[src/rtl/hazard_pkg.sv]
// Shared types and helpers for the hazard scoreboard: entry flags, the
// register-file forwarding code and the forward-select width function.
package hazard_pkg;

  localparam int FWD_RF = 0;

  // Per-stage scoreboard flags; the destination field is carried alongside
  // because its width follows the core's register-address parameter.
  typedef struct packed {
    logic valid;
    logic wen;
    logic load;
  } sb_flags_t;

  function automatic int fs_w(input int depth);
    return $clog2(depth + 1);
  endfunction

endpackage

[src/rtl/sb_match.sv]
// Youngest-match priority encoder for one source operand against the
// in-flight destination scoreboard; returns hit, stage index and load flag.
module sb_match
  import hazard_pkg::*;
#(
  parameter int REG_AW = 5,
  parameter int DEPTH  = 3,
  parameter int FS_W   = fs_w(DEPTH)
) (
  input  logic [REG_AW-1:0]            src,
  input  logic                         used,
  input  sb_flags_t [DEPTH:1]          flags,
  input  logic [DEPTH:1][REG_AW-1:0]   dst,
  output logic                         hit,
  output logic [FS_W-1:0]              k,
  output logic                         load
);

  // Scan oldest to youngest so the youngest matching stage is the last writer.
  always_comb begin
    hit  = 1'b0;
    k    = FS_W'(FWD_RF);
    load = 1'b0;
    if (used && src != '0) begin
      for (int i = DEPTH; i >= 1; i--) begin
        if (flags[i].valid && flags[i].wen && dst[i] == src) begin
          hit  = 1'b1;
          k    = FS_W'(i);
          load = flags[i].load;
        end
      end
    end
  end

endmodule

[src/rtl/hazard_scoreboard.sv]
// Pipeline hazard controller beside ID: destination scoreboard, operand
// forwarding selects, load-use/branch stalls, redirect flush and MC/DIV hold.
module hazard_scoreboard
  import hazard_pkg::*;
#(
  parameter int REG_AW     = 5,
  parameter int DEPTH      = 3,
  parameter int LOAD_STAGE = 2,
  parameter int MC_LAT     = 4,
  parameter int CNT_W      = 16
) (
  input  logic                      Clk,
  input  logic                      Rst,
  input  logic                      id_valid,
  input  logic [REG_AW-1:0]         id_rs,
  input  logic [REG_AW-1:0]         id_rt,
  input  logic                      id_rs_used,
  input  logic                      id_rt_used,
  input  logic [REG_AW-1:0]         id_dst,
  input  logic                      id_regwrite,
  input  logic                      id_memread,
  input  logic                      id_mc,
  input  logic                      id_branch,
  input  logic                      id_redirect,
  output logic [fs_w(DEPTH)-1:0]    fwd_a_sel,
  output logic [fs_w(DEPTH)-1:0]    fwd_b_sel,
  output logic                      stall_front,
  output logic                      idex_bubble,
  output logic                      idex_hold,
  output logic                      exmem_bubble,
  output logic                      flush_ifid,
  output logic                      mc_busy,
  output logic [CNT_W-1:0]          stall_cycles
);

  localparam int FS_W = fs_w(DEPTH);
  localparam int MC_W = $clog2(MC_LAT);

  sb_flags_t [DEPTH:1]          flags;
  logic [DEPTH:1][REG_AW-1:0]   dst;
  logic [MC_W-1:0]              mc_cnt;

  logic            hit_a, hit_b, load_a, load_b;
  logic [FS_W-1:0] k_a, k_b;
  logic            lu_a, lu_b, br_a, br_b, data_hz;

  sb_match #(.REG_AW(REG_AW), .DEPTH(DEPTH), .FS_W(FS_W)) u_match_a (
    .src(id_rs), .used(id_rs_used), .flags(flags), .dst(dst),
    .hit(hit_a), .k(k_a), .load(load_a)
  );

  sb_match #(.REG_AW(REG_AW), .DEPTH(DEPTH), .FS_W(FS_W)) u_match_b (
    .src(id_rt), .used(id_rt_used), .flags(flags), .dst(dst),
    .hit(hit_b), .k(k_b), .load(load_b)
  );

  always_comb begin
    fwd_a_sel    = k_a;
    fwd_b_sel    = k_b;
    mc_busy      = (mc_cnt != '0);
    lu_a         = hit_a && load_a && (int'(k_a) < LOAD_STAGE);
    lu_b         = hit_b && load_b && (int'(k_b) < LOAD_STAGE);
    // The ID equality detector needs the value one stage earlier than EX does.
    br_a         = id_branch && hit_a &&
                   (k_a == FS_W'(1) || (load_a && int'(k_a) <= LOAD_STAGE));
    br_b         = id_branch && hit_b &&
                   (k_b == FS_W'(1) || (load_b && int'(k_b) <= LOAD_STAGE));
    data_hz      = id_valid && (lu_a || lu_b || br_a || br_b);
    stall_front  = mc_busy || data_hz;
    idex_bubble  = !mc_busy && data_hz;
    idex_hold    = mc_busy;
    exmem_bubble = mc_busy;
    flush_ifid   = !Rst && id_valid && id_redirect && !stall_front;
  end

  // Stage boundary: scoreboard shift, multi-cycle counter, stall statistics.
  always_ff @(posedge Clk or posedge Rst) begin
    if (Rst) begin
      flags        <= '0;
      dst          <= '0;
      mc_cnt       <= '0;
      stall_cycles <= '0;
    end else begin
      if (stall_front && stall_cycles != '1)
        stall_cycles <= stall_cycles + CNT_W'(1);
      // While EX is held the MC op stays in entry 1 and a bubble enters MEM.
      for (int k = 2; k <= DEPTH; k++) begin
        dst[k]   <= dst[k-1];
        flags[k] <= (mc_busy && k == 2) ? '0 : flags[k-1];
      end
      if (mc_busy) begin
        mc_cnt <= mc_cnt - MC_W'(1);
      end else if (data_hz) begin
        flags[1] <= '0;
      end else begin
        flags[1] <= '{valid: id_valid, wen: id_regwrite, load: id_memread};
        dst[1]   <= id_dst;
        if (id_valid && id_mc)
          mc_cnt <= MC_W'(MC_LAT - 1);
      end
    end
  end

endmodule
[config.mk]
export PLATFORM = sky130hd
export DESIGN_NAME = hazard_scoreboard
export DESIGN_NICKNAME = d
export VERILOG_FILES = /design/src/rtl/hazard_pkg.sv /design/src/rtl/sb_match.sv /design/src/rtl/hazard_scoreboard.sv
export SDC_FILE = /design/constraint.sdc
export NUM_CORES = 1
export LEC_CHECK = 0
export BUFFER_PORTS_ARGS = -buffer_cell sky130_fd_sc_hd__buf_2
export CAP_MARGIN = 15
export CORE_MARGIN = 3
export CORE_UTILIZATION = 48
export DETAILED_ROUTE_END_ITERATION = 10
export PLACE_DENSITY = 0.79
export SETUP_SLACK_MARGIN = 0.02
export SKIP_LAST_GASP = 1
export SLEW_MARGIN = 20
export SYNTH_ARGS = -nofsm -noshare
export SYNTH_HDL_FRONTEND = slang
export SYNTH_SLANG_ARGS = --single-unit
[constraint.sdc]
create_clock -name Clk -period 1.95 [get_ports Clk]
set_input_delay 0.195 -clock Clk [delete_from_list [all_inputs] [get_ports Clk]]
set_output_delay 0.195 -clock Clk [all_outputs]
set_load 0.02 [all_outputs]
# Word level (Yosys, flattened, before mapping)
# Cells that the tools add are included.
[op_classes]
n_addsub = 2
order_cmp = 4
n_eq_ne = 10
muxes = 29
bitwise = 2
reduce_logical = 43
[op_table]
columns = ["op", "count"]
rows = [
  ["$eq A5 B5 Y1", 6],
  ["$logic_and A1 B1 Y1", 28],
  ["$mux W2", 11],
  ["$add A16 B1 Y16 const B", 1],
  ["$mux W1", 16],
  ["$ne A16 B16 Y1 const B", 1],
  ["$reduce_bool A5 Y1", 2],
  ["$logic_or A1 B1 Y1", 6],
  ["$mux W3", 2],
  ["$eq A2 B1 Y1 const B", 2],
  ["$le A2 B2 Y1 const B", 2],
  ["$lt A2 B2 Y1 const B", 2],
  ["$reduce_and A2 Y1", 2],
  ["$reduce_bool A2 Y1", 2],
  ["$logic_not A1 Y1", 3],
  ["$ne A2 B2 Y1 const B", 1],
  ["$not A1 Y1", 2],
  ["$sub A2 B1 Y2 const B", 1],
]
[word_totals]
reg_bits = 42
inputBits = 25
output_inout_bits = 26
elab_cells = 104

# Depth between registers and ports, before layout
# Gate-level depths: netlist of the first run.
[depth]
ltp_word = 16
depth_mapped = 8

# Hierarchy
# A second synthesis of the first run with hierarchy kept.
[unflattened]
hier_cells = 202
area_unflattened_um2 = 2205.9
[modules_own_cells]
columns = ["module", "instances", "cells_each", "area_each_um2", "seq_area_each_um2"]
rows = [
  ["hazard_scoreboard", 1, 134, 1702.9, 1051.0],
  ["sb_match", 2, 34, 251.5, 0.0],
]

# Worst setup path before layout of the first run
# Ideal clock, no wire load.
[synth_path]
path_type = "register to register"
from = "register stall_cycles[3]"
to = "register stall_cycles[3]"
setup_time_ns = 0.134
arrival_time_ns = 1.983
required_ns = 1.816
path_slack_ns = -0.167
stages_incl_launch_ff = 8
n_path_buf = 1
synth_period_minus_slack_ns = 2.117
path_cell_list = "dfrtp_1 and4_1 and3_1 nand3_1 nor4_2 buf_2 nor3_1 xor2_1"
[synth_via]
elab_chain_cells = 2
word_cells_on_any_way = 3
[synth_lines]
columns = ["item", "line_no", "rtl"]
rows = [
  ["start, declared", "hazard_scoreboard.sv:33", "output logic [CNT_W-1:0] stall_cycles"],
  ["start signal, assigned", "hazard_scoreboard.sv:85", "stall_cycles <= stall_cycles + CNT_W'(1);"],
  ["parallel branches: the longest is 2 deep, another holds $add A16 B1 Y16", "--", ""],
]
# Parallel ways; which one is timed is not known.
# A chain may end at the register's enable or synchronous reset.

# Final worst setup path of the first run
[layout_path]
from = "register dst[0] (netlist bit)"
to = "output port flush_ifid"
[layout_via]
elab_chain_cells = 14
word_cells_on_any_way = 41
[layout_lines]
columns = ["item", "line_no", "rtl"]
rows = [
  ["start, declared", "hazard_scoreboard.sv:40", "logic [DEPTH:1][REG_AW-1:0] dst;"],
  ["start signal, assigned by index", "hazard_scoreboard.sv:88", "dst[k] <= dst[k-1];"],
  ["$eq A5 B5 Y1", "sb_match.sv:26", "if (flags[i].valid && flags[i].wen && dst[i] == src) begin"],
  ["$logic_and A1 B1 Y1", "sb_match.sv:26", ""],
  ["$mux W2", "sb_match.sv:26", ""],
  ["$mux W2", "sb_match.sv:24", "if (used && src != '0) begin"],
  ["$le A2 B2 Y1", "hazard_scoreboard.sv:65", "(k_a == FS_W'(1) || (load_a && int'(k_a) <= LOAD_STAGE));"],
  ["$logic_and A1 B1 Y1", "hazard_scoreboard.sv:65", ""],
  ["$logic_or A1 B1 Y1", "hazard_scoreboard.sv:65", ""],
  ["$logic_and A1 B1 Y1", "hazard_scoreboard.sv:64", "br_a = id_branch && hit_a &&"],
  ["$logic_or A1 B1 Y1", "hazard_scoreboard.sv:68", "data_hz = id_valid && (lu_a || lu_b || br_a || br_b);"],
  ["$logic_or A1 B1 Y1 *", "hazard_scoreboard.sv:68", ""],
  ["$logic_and A1 B1 Y1 *", "hazard_scoreboard.sv:68", ""],
  ["$logic_or A1 B1 Y1 *", "hazard_scoreboard.sv:69", "stall_front = mc_busy || data_hz;"],
  ["$logic_not A1 Y1 *", "hazard_scoreboard.sv:73", "flush_ifid = !Rst && id_valid && id_redirect && !stall_front;"],
  ["$logic_and A1 B1 Y1 *", "hazard_scoreboard.sv:73", ""],
  ["end, declared", "hazard_scoreboard.sv:31", "output logic flush_ifid,"],
]
# Every way passes the cells marked *; elsewhere a longest branch is shown, timed or not.

==> metrics.txt, run 1 <==
status=finished, violations left; failing checks=setup timing; synthesized cell area=between 2000 and 2500 µm²; Initial Util=51.96%; total of max-cap violations=0; final hold vios=0; crit path capture type=output pin; Num CTS Buffers=5; Final #Nets=334; initial antenna violation count=0; skew final=around 5.2 ps; Required @ worst endpoint=~1800 ps; Setup violations, final=33; Post-Syn Nets=around 220; # DRC=0; mean number of vias per cell=between 5 and 6; HPWL after DPL=between 3 and 4 mm; total number of vias=~1900; instance count of the mapped netlist=roughly 200; clk sinks=41; Worst-path clk slew=around 80 ps; Slew @ Worst Pin=678.9 ps; FP Rows=23; DRT Pass-1 Iters=4; Routed WL=5.981 mm; Worst setup SP type=flop; RePlAce Congestion=just over 0.8; IO Pins=slightly above 50; RSZ-0062 raised after global routing=yes; VDD IR max=0.8975 mV; Netlist cell types=41; max-slew violations=0; setup slack after layout=-395.1 ps; total track usage=23.43%; sequential element share of the synthesized area=approximately 47%; Max FO, Critical Path=3; PortBufs=50; CTS Hold Buffers Added=0; CTS tree=built; critical path type=flop to output pin; Synth warnings=0; f_max=roughly 430 MHz; Hold Crit Class=input port to async pin; synthesized area per cell=11.12 µm²; Data arrival, critical path=about 2200 ps; Max-slew headroom=roughly 55%; DR WL/cell=around 17 µm; layout cells sized above 1=54.07%; Die Height=~73 µm; most frequent cells in the layout=buf_4 (54), buf_2 (44), dfrtp_1 (37); post-layout min period=2345 ps; vias in the first global route=roughly 2000; initial DRC count=roughly 70; first-pass GRT wire length=9.377 mm; Max Buffers Root-to-Sink=2; GRT overflow=0; Area Overhead vs Synth=53.78%; Die W=73.21 µm; Pwr per Cell Area=1401 nW/µm²; Leak Pwr=approximately 0.0015 µW; CTS root buf=clkbuf_8; Max H-tree Level=2; antenna-violating nets left=0; n_diodes=0; #FFs+latches synth=a little over 40; Final period util=120.3%; hold_ws=approximately 110 ps; core footprint=roughly 4200 µm²; die area=around 5400 µm²; largest net degree at the start of global routing=42; Clock Latency Late Sink=about 300 ps; dpl ws=-286.0 ps; commonest non-fill, non-tap cell in the layout=buf_4
## final timing paths
path                                     from                           to  slack [ps]  cells past startpoint
max reg2reg                dst[0]$_DFFE_PP0P_  stall_cycles[2]$_DFFE_PP0P_        -360                      9
min reg2reg                  dst[5]$_DFF_PP0_            dst[10]$_DFF_PP0_         450                      0
max in group asynchronous                 Rst  stall_cycles[6]$_DFFE_PP0P_        1470                      3
min                                       Rst  stall_cycles[5]$_DFFE_PP0P_         110                      3
max                        dst[0]$_DFFE_PP0P_                   flush_ifid        -400                      8
min in group Clk                   id_memread         flags[0]$_DFFE_PP0P_         120                      2
## power by group
| group | internal (µW) | leakage, µW | total, µW | switching, µW |
|---|---|---|---|---|
| sequential | 1220 | 0.000477 | 1520 | 305 |
| clock | 281 | 0.0000443 | 572 | 291 |
| combinational | 1330 | 0.000934 | 2580 | 1250 |
## timing repair
action	4_1_cts	5_1_grt
endpoints found under the setup margin	32	33
gates resized for setup	44	23
pin swaps	31	37
setup buffers	12	8
## Yosys cell counts, drive strengths merged
master | n | area share (%)
a21o | 1 | 0.35
a21oi | 1 | 0.23
a22o | 2 | 0.81
a22oi | 1 | 0.35
a311oi | 1 | 0.40
a31oi | 2 | 0.58
a32oi | 1 | 0.40
and2 | 4 | 1.2
and3 | 2 | 0.58
and4 | 4 | 1.6
buf | 5 | 1.8
clkbuf | 1 | 0.17
dfrtp | 41 | 47
ha | 2 | 1.2
inv | 7 | 1.2
mux2 | 9 | 4.7
mux2i | 1 | 0.46
nand2 | 11 | 1.9
nand3 | 13 | 3.0
nand4 | 3 | 0.87
nor2 | 9 | 1.6
nor3 | 12 | 3.2
nor3b | 1 | 0.35
nor4 | 6 | 3.6
nor4b | 2 | 1.1
o211a | 1 | 0.46
o21ai | 3 | 0.69
o21bai | 1 | 0.35
o221a | 1 | 0.92
or2 | 1 | 0.29
or4 | 2 | 0.69
xnor2 | 25 | 10
xor2 | 19 | 7.7
## kinds of logic after synthesis
family	Yosys count	synth area share, %
AO/OA/AOI/OAI	15	5.540
XOR/XNOR	44	17.77
adder cells (fa/ha/maj)	2	1.154
buffers and inverters	13	3.173
flip-flops	41	47.32
multiplexers	10	5.136
AND/OR/NAND/NOR	70	19.91
## area by class of cell
type,instances,area (µm²)
fillers,229,838.3
multi-input cells,141,1348
flip-flops and latches,41,1031
repair buffers,111,780.7
clock buffers,7,86.33
well taps,50,62.56
inverters,7,26.28
## layer usage
layer  global-route usage (%)  vias to the layer above  wire length (µm)
met3                    4.821                       11               323
met1                    28.08                      932              2408
met5                        0                        -                 0
li1                         -                      903                 -
met4                    8.197                        0               125
met2                    41.31                       64              3123
## flip-flops by register name (all words and copies together) (netlist names)
| register | cells |
|---|---|
| stall_cycles | 16 |
| dst | 15 |
| flags | 8 |
| mc_cnt | 2 |
## stage by stage
step | std cells | setup TNS (ps) | area [µm²] | total power (µW) | util, %
6_report | 357 | -8839 | 3334 | 4670 | 79.91
5_1_grt | 357 | -12500 | 3334 | 4950 | 79.91
4_1_cts | 351 | -4076 | 3179 | 4372 | 76.19
3_5_place_dp | 334 | -3750 | 2803 | 3467 | 67.17
3_3_place_gp | 334 | -2964 | 2803 | 3379 | 67.17
2_1_floorplan | 195 | -8.592 | 2185 | 2699 | -
## critical path, cell delays in order, from the launching register on
cell and delay (ps):
dfrtp_1 420, xnor2_1 190, nand3_1 180, nor4_2 320
o21bai_1 150, buf_4 160, o211a_1 130, and4_1 180
buf_6 130
(Power assumes the default switching activity.)
==> run 2, diff against run 1 <==
CELL_PAD_IN_SITES_DETAIL_PLACEMENT = 1   (was default)
CELL_PAD_IN_SITES_GLOBAL_PLACEMENT = 1   (was default)
CORE_UTILIZATION = 37   (was 48)
==> run 2 against run 1 <==
Net effect:
- total power rose by 7.0%
- utilization decreased by 18 points
- critical endpoint unchanged
- die area increased by 27%
- critical path depth did not move
- maximum frequency fell by 2.3%
- the run still ends with setup timing left
- count of clock-buffer cells in the layout is the same
- cell count rose by 6.2%
- register-to-register slack barely moved
- via count is 1.8% higher
- routed wire length grew 28%
- sequential share of layout area is 0.98 points lower
==> metrics.txt, run 2 (synthesized netlist as in run 1, its figures left out) <==
status=finished, violations left; failing checks=setup timing; f_max=416.7 MHz (-2.3%); RSZ-0062 raised after global routing=yes; biggest regs=stall_cycles x16, dst x15, flags x8; crit path capture type=output pin; dpl ws=-306.9 ps (-20.95 ps); Hold Crit Class=input port to async pin; Required @ worst endpoint=1750 ps (about the same); sequential cell area=1032 µm² (+0.12%); initial DRC count=62 (-10%); gr busiest metal=met2; mean number of vias per cell=5.129 (-4.1%); GRT overflow=0 (unchanged); Area Overhead vs Synth=59.03%; Worst-path clk slew=90 ps (about the same); max-slew violations=0 (unchanged); Slew @ Worst Pin=721.7 ps (+42.82 ps); skew final=16.68 ps (+11.48 ps); CTS root buf=clkbuf_8; DRT Pass-1 Iters=4 (unchanged); PortBufs=50 (unchanged); RePlAce Congestion=0.7902 (-4.7%); VDD IR max=1.082 mV (+21%); DR WL/cell=20.19 µm (+20%); setup slack after layout=-450.0 ps (-54.96 ps); CTS tree=built; area of the multi-input gates=1380 µm² (+2.4%); clk sinks=41 (unchanged); Global Route met1 Usage=25.57% (-2.5 points); Reg with most FFs=stall_cycles; Num CTS Buffers=5 (unchanged); Design Power=4999 µW (+7.0%); vias in the first global route=2142 (+7.6%); initial antenna violation count=0 (unchanged); Leak Pwr=0.001497 µW (+2.9%); CTS Hold Buffers Added=0 (unchanged); commonest non-fill, non-tap cell in the layout=buf_4; Largest register FFs=16 (unchanged); Setup violations, final=30 (-9.1%); layout cells sized above 1=56.03% (+2.0 points); total track usage=23.43% (about the same); hold_ws=38.12 ps (-72.20 ps); Clock Latency Late Sink=310 ps (about the same); FF-to-FF setup slack=-370 ps (about the same); IO Pins=51 (unchanged); Max H-tree Level=2 (unchanged); Initial Util=38.90% (-13 points); antenna-violating nets left=0 (unchanged); FF-to-FF path depth=10 (+1); total number of vias=1944 (+1.8%); n_diodes=0 (unchanged); Pwr per Cell Area=1450 nW/µm² (+3.5%); GRT met2 Usage=45.59% (+4.3 points); Worst setup SP type=flop; met3 Usage GRT=3.688% (-1.1 points); Max FO, Critical Path=3 (unchanged); Die W=82.55 µm (+13%); Final period util=123.1% (+2.8 points); die area=6815 µm² (+27%); critical path type=flop to output pin; final hold vios=0 (unchanged); first-pass GRT wire length=11.52 mm (+23%); Die Height=82.55 µm (+13%); Layout fillers=607 (+170%); # DRC=0 (unchanged); largest net degree at the start of global routing=42 (unchanged); post-layout min period=2400 ps (+54.97 ps); Data arrival, critical path=2210 ps (+60 ps); Max Buffers Root-to-Sink=2 (unchanged); Max-slew headroom=51.75% (-2.9 points); Final #Nets=333 (-0.30%); core footprint=5574 µm² (+34%); total of max-cap violations=0 (unchanged); most frequent cells in the layout=buf_4 (48), buf_2 (45), dfrtp_1 (36); HPWL after DPL=4.357 mm (+11%); FP Rows=27 (+17%); Routed WL=7.651 mm (+28%)
-- run 2: area by class of cell --
class | count | share of cell area [%]
Multi-Input combinational cell | 141 | 40.02
Sequential cell | 41 | 29.93
Timing Repair Buffer | 110 | 23.29
Tap cell | 72 | 2.612
Clock buffer | 7 | 2.504
Clock inverter | 1 | 0.8708
Inverter | 7 | 0.7620
-- run 2: worst max-delay path, cell delays in order, from the launching register on --
cell	delay, ps
dfrtp_1	430
xnor2_2	200
nand3_2	140
nor3_4	250
a22oi_2	150
buf_4	170
o211a_1	230
and4_1	220
buf_6	130
-- run 2: per-layer routing --
| metal | part of all wire, % | vias up |
|---|---|---|
| li1 | - | 903 |
| met1 | 39 | 975 |
| met2 | 55 | 54 |
| met3 | 3.5 | 12 |
| met4 | 1.9 | 0 |
| met5 | 0 | - |
-- run 2: path summary, 6_finish.rpt --
kind | start | end
setup reg to reg | dst[1]$_DFFE_PP0P_ | stall_cycles[13]$_DFFE_PP0P_
min in group Clk | id_regwrite | flags[1]$_DFFE_PP0P_
hold / removal | Rst | stall_cycles[15]$_DFFE_PP0P_
max in group asynchronous | Rst | dst[0]$_DFFE_PP0P_
setup / recovery | dst[1]$_DFFE_PP0P_ | flush_ifid
hold reg to reg | dst[8]$_DFF_PP0_ | dst[13]$_DFF_PP0_
-- run 2: what timing repair did --
| action | in CTS | in global routing |
|---|---|---|
| resized for setup | 58 | 20 |
| buffers inserted | 13 | 6 |
| endpoints found under the setup margin | 33 | 33 |
| pin swaps | 55 | 20 |
-- run 2: through the flow --
stage / TNS (ps) / std cells / cell area (µm²) / utilization, %
floorplan: -8.592 / 195 / 2185 / -
global placement: -2911 / 355 / 2835 / 50.86
detailed placement: -4745 / 355 / 2835 / 50.86
CTS: -4962 / 375 / 3322 / 59.60
global route: -11420 / 379 / 3448 / 61.86
finish: -7350 / 379 / 3448 / 61.86
-- run 2: report_power, final --
| group | leakage [µW] | internal (µW) | switching [µW] |
|---|---|---|---|
| combinational | 0.000963 | 1350 | 1350 |
| clock | 0.0000585 | 418 | 321 |
| sequential | 0.000476 | 1220 | 337 |
==> run 3, diff against run 2 <==
SKIP_LAST_GASP = default   (was 1)
==> run 3 against run 2 <==
Net effect:
- the run still ends with setup timing left
- flip-flop and latch count did not move
- global-route usage hardly changed
- worst setup slack better by 18 ps
- total power grew 0.11%
- design area barely moved
- routed wire length is 3.1% lower
- sequential power hardly changed
- combinational power barely moved
- hold slack improved by 21 ps
- first-iteration DRC count shrank 39%
==> metrics.txt, run 3 (synthesized netlist as in run 1, its figures left out) <==
Comb pwr share=54.0% (about the same); fin util=61.91% (about the same); CTS tree=built; Largest register FFs=16 (unchanged); largest net degree at the start of global routing=42 (unchanged); layout cells sized above 1=57.38% (+1.4 points); Setup violations, final=32 (+6.7%); placed cells=355 (unchanged); Slew @ Worst Pin=761.8 ps (+40.14 ps); Hold Crit Class=input port to async pin; Clock Latency Late Sink=300 ps (about the same); Die Height=82.55 µm (unchanged); clock share of power=14.5% (-0.3 points); CTS root buf=clkbuf_8; Non-Filler Instances=377 (-0.53%); setup slack after layout=-431.8 ps (+18.29 ps); f_max=419.9 MHz (+0.77%); Final TNS setup=-6807 ps (+543.0 ps); Max FO, Critical Path=3 (unchanged); clk sinks=41 (unchanged); Max Buffers Root-to-Sink=2 (unchanged); FF-to-FF Start=dst[1]$_DFFE_PP0P_; GRT overflow=0 (unchanged); Die W=82.55 µm (unchanged); Final #Nets=331 (-0.60%); skew final=7.454 ps (-9.226 ps); commonest non-fill, non-tap cell in the layout=buf_4; FF-to-FF End=stall_cycles[13]$_DFFE_PP0P_; HPWL after DPL=4.357 mm (unchanged); core footprint=5574 µm² (unchanged); n_diodes=0 (unchanged); Reg with most FFs=stall_cycles; # DRC=0 (unchanged); FF-to-FF setup slack=-390 ps (-20 ps); Max H-tree Level=2 (unchanged); initial DRC count=38 (-39%); Initial Util=38.90% (unchanged); failing checks=setup timing; Internal=3010 µW (+0.68%); die area=6815 µm² (unchanged); mean number of vias per cell=5.143 (+0.27%); initial antenna violation count=0 (unchanged); Num CTS Buffers=5 (unchanged); antenna-violating nets left=0 (unchanged); Area Overhead vs Synth=59.15% (about the same); total track usage=23.42% (about the same); crit path capture type=output pin; DR WL/cell=19.67 µm (-2.6%); Final period util=122.1% (-0.94 points); RSZ-0062 raised after global routing=yes; vias in the first global route=2142 (unchanged); dpl ws=-306.9 ps (unchanged); total number of vias=1939 (-0.26%); Design Power=5004 µW (+0.11%); status=finished, violations left; Psw=1994 µW (-0.74%); final hold vios=0 (unchanged); VDD IR max=0.9068 mV (-16%); Routed WL=7.416 mm (-3.1%); Reg power frac=31.5% (+0.4 points); net switching share of the total power=39.85% (-0.34 points); Worst setup SP type=flop; PortBufs=50 (unchanged); Worst-path clk slew=80 ps (about the same); Max-slew headroom=49.07% (-2.7 points); Data arrival, critical path=2190 ps (-20 ps); biggest regs=stall_cycles x16, dst x15, flags x8; DRT Pass-1 Iters=4 (unchanged); Required @ worst endpoint=1750 ps (about the same); Leak Pwr=0.001490 µW (-0.52%); FF-to-FF path depth=10 (unchanged); most frequent cells in the layout=buf_4 (46), buf_2 (44), dfrtp_1 (34); Pwr per Cell Area=1450 nW/µm² (about the same); FP Rows=27 (unchanged); total of max-cap violations=0 (unchanged); critical path type=flop to output pin; first-pass GRT wire length=11.54 mm (+0.17%); post-layout min period=2382 ps (-18.29 ps); IO Pins=51 (unchanged); max-slew violations=0 (unchanged); Layout fillers=600 (-1.2%); RePlAce Congestion=0.7902 (unchanged)
## run 3: cell types whose count changed in the layout (fill, tap and decap cells not counted), moves of 2 or more
| cell | previous run | this run |
|---|---|---|
| buf_4 | 48 | 46 |
| nor3_2 | 1 | 3 |
| dfrtp_1 | 36 | 34 |
| xnor2_1 | 19 | 17 |
| xnor2_2 | 6 | 8 |
| dfrtp_2 | 5 | 7 |
## run 3: stage by stage
step	cell area, µm²	hold slack [ps]
detailed placement	2835	402.2
CTS	3337	74.10
global placement	2835	395.1
finish	3451	59.07
floorplan	2185	323.4
global route	3451	100.8
## run 3: layer usage
metal	track usage, %	wire length, µm	up-vias
li1	-	-	902
met1	26.08	2957	982
met2	44.87	4082	46
met3	3.796	243	9
met4	7.516	132	0
met5	0	0	-
## run 3: power groups by stage
| stage | Combinational, µW | Sequential (µW) | Clock (µW) |
|---|---|---|---|
| after global placement | 1850 | 1510 | 0 |
| after CTS | 2490 | 1530 | 739 |
| final | 2700 | 1580 | 727 |
| after global routing | 2900 | 1620 | 775 |
| after floorplan | 1040 | 1660 | 0 |
| after detailed placement | 1920 | 1530 | 0 |
## run 3: worst max path at each step
stage,startpoint,to
after floorplan,dst[1]$_DFFE_PP0P_,stall_cycles[5]$_DFFE_PP0P_
after global placement,dst[0]$_DFFE_PP0P_,stall_cycles[15]$_DFFE_PP0P_
after detailed placement,id_rt[1],stall_cycles[7]$_DFFE_PP0P_
after CTS,dst[0]$_DFFE_PP0P_,flush_ifid
after global routing,dst[1]$_DFFE_PP0P_,stall_cycles[7]$_DFFE_PP0P_
final,dst[4]$_DFFE_PP0P_,flush_ifid
## run 3: repair_timing
action,4_1_cts,5_1_grt
setup buffers,13,4
hold buffers,0,0
resized for setup,62,21
setup endpoints to repair,33,33
pin swaps,55,14
endpoints found under the hold margin,0,0
## run 3: worst max-delay path, cell delays in order (launching register included)
cell and delay, ps:
dfrtp_2 450, xnor2_2 180, nand3_2 120, nor3_4 250, a22oi_2 150, buf_4 160, o211a_1 220, and4_1 220
buf_6 130
## run 3: area by class of cell
class / count / area, µm² / area share, %
well taps: 72 / 90.09 / 2.611
clock inverters: 1 / 30.03 / 0.8702
repair buffers: 108 / 794.5 / 23.02
multi-input cells: 141 / 1389 / 40.25
flip-flops and latches: 41 / 1035 / 29.99
clock buffers: 7 / 86.33 / 2.502
inverters: 7 / 26.28 / 0.7614
